## src/rtl/receiving.sv

```systemverilog
// ============================================================================
// Module   : receiving
// Brief    : 8N1 UART receiver with mid-bit sampling and frame-error strobe.
// Revision : 1.0 - initial release
// ============================================================================
`default_nettype none

module receiving #(
   parameter int F    = 8000000,
   parameter int BAUD = 9600
) (
   input  logic       clk,
   input  logic       rst,
   input  logic       rx,
   output logic [7:0] data,
   output logic       valid,
   output logic       frame_err,
   output logic       busy
);

   localparam int DIV  = F / BAUD;
   localparam int HALF = DIV / 2;
   localparam int CW   = $clog2(DIV);

   localparam logic [CW-1:0] c_div_last  = CW'(DIV - 1);
   localparam logic [CW-1:0] c_half_last = CW'(HALF - 1);
   localparam logic [CW-1:0] c_one       = CW'(1);

   typedef enum logic [2:0] {
      S_IDLE  = 3'd0,
      S_START = 3'd1,
      S_DATA  = 3'd2,
      S_STOP  = 3'd3,
      S_BREAK = 3'd4
   } state_t;

   state_t          r_state;
   logic            r_sync1;
   logic            r_sync2;
   logic [CW-1:0]   r_cnt;
   logic [2:0]      r_bit;
   logic [7:0]      r_shift;
   logic            w_rxs;

   assign w_rxs = r_sync2;
   assign busy  = (r_state != S_IDLE);

   // Synchroniser resets to the idle line level so reset never fakes a start edge.
   always_ff @(posedge clk or posedge rst) begin
      if (rst) begin
         r_sync1 <= 1'b1;
         r_sync2 <= 1'b1;
      end else begin
         r_sync1 <= rx;
         r_sync2 <= r_sync1;
      end
   end

   always_ff @(posedge clk or posedge rst) begin
      if (rst) begin
         r_state   <= S_IDLE;
         r_cnt     <= '0;
         r_bit     <= 3'd0;
         r_shift   <= 8'h00;
         data      <= 8'h00;
         valid     <= 1'b0;
         frame_err <= 1'b0;
      end else begin
         valid     <= 1'b0;
         frame_err <= 1'b0;
         case (r_state)
            S_IDLE: begin
               r_cnt <= '0;
               r_bit <= 3'd0;
               if (!w_rxs) r_state <= S_START;
            end
            S_START: begin
               if (r_cnt == c_half_last) begin
                  r_cnt   <= '0;
                  r_state <= w_rxs ? S_IDLE : S_DATA;
               end else begin
                  r_cnt <= r_cnt + c_one;
               end
            end
            S_DATA: begin
               if (r_cnt == c_div_last) begin
                  r_cnt   <= '0;
                  r_shift <= {w_rxs, r_shift[7:1]};
                  r_bit   <= r_bit + 3'd1;
                  if (r_bit == 3'd7) r_state <= S_STOP;
               end else begin
                  r_cnt <= r_cnt + c_one;
               end
            end
            S_STOP: begin
               if (r_cnt == c_div_last) begin
                  r_cnt <= '0;
                  if (w_rxs) begin
                     data    <= r_shift;
                     valid   <= 1'b1;
                     r_state <= S_IDLE;
                  end else begin
                     frame_err <= 1'b1;
                     r_state   <= S_BREAK;
                  end
               end else begin
                  r_cnt <= r_cnt + c_one;
               end
            end
            S_BREAK: begin
               // Held-low line: stay here until it recovers so no repeated strobes.
               r_cnt <= '0;
               if (w_rxs) r_state <= S_IDLE;
            end
            default: begin
               r_cnt   <= '0;
               r_state <= S_IDLE;
            end
         endcase
      end
   end

endmodule

`default_nettype wire
```

## config.mk

```make
export PLATFORM = sky130hd
export DESIGN_NAME = receiving
export DESIGN_NICKNAME = d
export VERILOG_FILES = /design/src/rtl/receiving.sv
export SDC_FILE = /design/constraint.sdc
export NUM_CORES = 1
export LEC_CHECK = 0
export ABC_AREA = 1
export BUFFER_PORTS_ARGS = -buffer_cell sky130_fd_sc_hd__buf_2
export CAP_MARGIN = 10
export CORE_MARGIN = 3
export CORE_UTILIZATION = 45
export CTS_CLUSTER_DIAMETER = 200
export CTS_CLUSTER_SIZE = 12
export DETAILED_ROUTE_END_ITERATION = 10
export GPL_TIMING_DRIVEN = 0
export HOLD_SLACK_MARGIN = 0.06
export SETUP_SLACK_MARGIN = 0.1
export SYNTH_ARGS = -nofsm -noshare
export SYNTH_HDL_FRONTEND = slang
export SYNTH_SLANG_ARGS = --single-unit
```

## constraint.sdc

```tcl
create_clock -name clk -period 1.7 [get_ports clk]
set_input_delay 0.255 -clock clk [delete_from_list [all_inputs] [get_ports clk]]
set_output_delay 0.255 -clock clk [all_outputs]
set_load 0.03 [all_outputs]
```

==> metrics.md <==
| Metric | Value |
|---|---|
| Layout Nets | 225 |
| Drt initial violations | 35 |
| Vias/cell | 4.83 |
| Chip width | 68.5 um |
| Endpoints failing setup | 0 |
| Critical path endpoint category | flip-flop |
| Largest net degree at the start of global routing | 26 |
| Placed Area | 1910 um2 |
| Dominant synthesized flop cell | dfrtp_1 |
| Drc violations | 0 |
| Total Routing Usage GR | 0.170 |
| Clk slew on worst S/H paths | 0.07 ns |
| Mapped Cells | 189 |
| Detailed Route WL | 3.36 mm |
| Cell Rows | 22 |
| Routed wire length on met3 | 152 um |
| Pre-Repair DR Iteration Count | 6 |
| Kind of cell adding the most delay to the critical path | simple AND/OR/NAND/NOR gates |
| CP Cell Sequence | inv_2 -> ha_2 -> nand2_2 -> inv_2 -> nand2_2 -> nor2_4 -> nand2_4 -> inv_6 -> nand3_4 -> buf_6 -> nand2_1 -> o21ai_2 |
| Period minus WS final | 1.55 ns |
| Antenna Nets Post-Route | 0 |
| Gr ovfl total | 0 |
| Static Leakage | 0.00108 uW |
| Worst EP arrival | 1.73 ns |
| Root Buffer | clkbuf_8 |
| EDFF count, synth | 0 |
| Routed wl met2 | 1.57 mm |
| Max stage delay on crit path | 0.40 ns |
| First-pass GRT wire length | 5.96 mm |
| Post-route cell area | 2180 um2 |
| Register area share after synthesis | 0.514 |
| Synth Warn # | 0 |
| Worst-margin pin slew | 0.541 ns |
| Ys async rst share | 1.00 |
| Buf/Inv on CP | 4 |
| CTS Buf Count | 5 |
| Worst setup margin | 0.149 ns |
| Mapped cell area | 1760 um2 |
| CTS HTree Levels | 2 |
| Ant diodes | 0 |
| CP Launch Type | flip-flop |
| Unique masters post-synth | 30 |
| CTS Buffer Depth | 2 |
| Worst slew margin | 0.639 |
| Crit share post-route | 0.913 |
| Vias in the first global route | 1339 |
| Worst Hold Class | flip-flop to flip-flop |
| DR WL/cell | 12.6 um |
| Num ports | 14 |
| Core Region | 3720 um2 |
| IO Port Bufs | 13 |
| Worst skew pair latency | 0.29 ns |
| Overall die height | 68.5 um |
| Status | finished, final reports clean |
| Pwr dens | 702 nW/um2 |
| Post-Syn Nets | 196 |
| Post-DP HPWL | 2.34 mm |
| Final max-slew violation count | 0 |
| RePlAce Congestion | 0.902 |
| Initial antenna violation count | 0 |
| Routed metal-1 wirelength | 1.60 mm |
| Highest Signal Layer | met4 |
| Layout cells sized above 1 | 0.333 |
| Starting Density | 0.473 |
| Vias | 1289 |
| Synth-to-Final Area Change | 24.1% |
| Hold Vio Cnt, Final | 0 |
| Crit Path Class | flip-flop to flip-flop |
| Critical path's slowest cell | dfrtp_1 |
| CTS tree | yes |
| Crit Path Max Fanout | 6 |
| Seq cells post-synth | 36 |
| Avg Inst Size Synth | 9.30 um2 |
| Sink Count | 36 |
| Clock skew | 0.00692 ns |
| Die area | 4690 um2 |
| Worst VDD drop | 0.592 mV |
| MaxCap Viol Count | 0 |
| Pre-CTS WS | 0.110 ns |
| CP required | 1.88 ns |
| Achievable Freq | 0.645 GHz |
| RSZ-0062 raised after global routing | true |
| # fillers | 341 |
| TNS Setup | 0 ns |
## worst reg2reg max path: cells and delay by family (launching register included)
| family | cells | cell delay, ns |
|---|---|---|
| adder cells (fa/ha/maj) | 1 | 0.16 |
| buffers and inverters | 4 | 0.37 |
| AO/OA/AOI/OAI | 1 | 0.05 |
| AND/OR/NAND/NOR | 6 | 0.47 |
| flip-flops | 1 | 0.40 |
## through the flow
step / cells / power [uW] / hold slack, ns / util
finish: 267 / 1530 / 0.357 / 0.587
global route: 267 / 1590 / 0.372 / 0.587
CTS: 266 / 1550 / 0.358 / 0.563
detailed placement: 251 / 911 / 0.335 / 0.514
global placement: 250 / 901 / 0.346 / 0.507
floorplan: 189 / 894 / 0.259 / -
## sequential cells by signal (all words and copies together), names as in the netlist
| register | flops |
|---|---|
| r_sync1 | 1 |
| r_bit | 3 |
| r_cnt | 10 |
| r_shift | 8 |
| frame_err | 1 |
| r_sync2 | 1 |
| data | 8 |
| valid | 1 |
| r_state | 3 |
## layout make-up
cell class                 count  area, um2  share of cell area
timing repair buffer          22        199              0.0912
tap                           48       60.1              0.0275
sequential                    36        903               0.414
multi-input combinational    120        767               0.351
clock buffer                   7       86.3              0.0396
inverter                      31        124              0.0568
clock inverter                 1       7.51             0.00344
buffer                         2       35.0              0.0161
## placed cells by master, fill, tap and decap left out, drive strengths merged, types with 2 or more instances in the layout
master,instances
inv,31
clkbuf,8
nand2,56
xor2,3
nand3,7
nor3,3
ha,4
a21boi,2
buf,21
a21oi,6
nor2,14
dfrtp,34
dlygate4sd3,2
o21ai,18
dfstp,2
## worst paths after layout
kind	startpoint	cells after the start	to	slack (ns)
max in group asynchronous	rst	4	r_sync1	0.58
hold / removal	r_sync1	0	r_sync2	0.36
setup reg to reg	r_cnt[0]	12	data[4]	0.15
setup / recovery	r_cnt[0]	12	data[4]	0.15
min in group asynchronous	rst	3	r_state[1]	0.55
hold reg to reg	r_sync1	0	r_sync2	0.36
## cell usage after synthesis, types with 2 or more instances
cell type / n / share of area
nand2_1: 50 / 0.11
dfrtp_1: 34 / 0.48
inv_1: 28 / 0.060
o21ai_2: 15 / 0.075
nor2_1: 13 / 0.028
a21oi_1: 6 / 0.017
nand3_1: 6 / 0.017
ha_1: 4 / 0.028
nand2_2: 4 / 0.014
o21ai_0: 3 / 0.0085
xor2_1: 3 / 0.015
a21boi_0: 2 / 0.0085
buf_6: 2 / 0.013
dfstp_2: 2 / 0.030
nand2_4: 2 / 0.013
## timing repair
item,in CTS,in global routing
endpoints found under the setup margin,3,26
buffers inserted,4,0
resized for setup,1,23
hold buffers,2,0
gates cloned,1,1
pin swaps,1,2
endpoints found under the hold margin,12,0
## layer usage
| layer | up-vias | GRT usage |
|---|---|---|
| li1 | 646 | - |
| met1 | 610 | 0.226 |
| met2 | 29 | 0.265 |
| met3 | 4 | 0.0519 |
| met4 | 0 | 0.0546 |
| met5 | - | 0 |
## where the power goes
group          switching (uW)  internal [uW]  total (uW)
clock                     307            329         636
sequential               2.50            860         863
combinational            20.8           12.2        33.0
total                     330           1200        1530
## cells by family after synthesis
family	synth area share
xor gates and xnor gates	0.0199
DFF	0.514
and+or+nand+nor	0.227
adders and majority gates	0.0285
muxes	0.0128
buffers and inverters	0.0804
AOI/OAI and AO/OA	0.117
(Power assumes the default switching activity.)
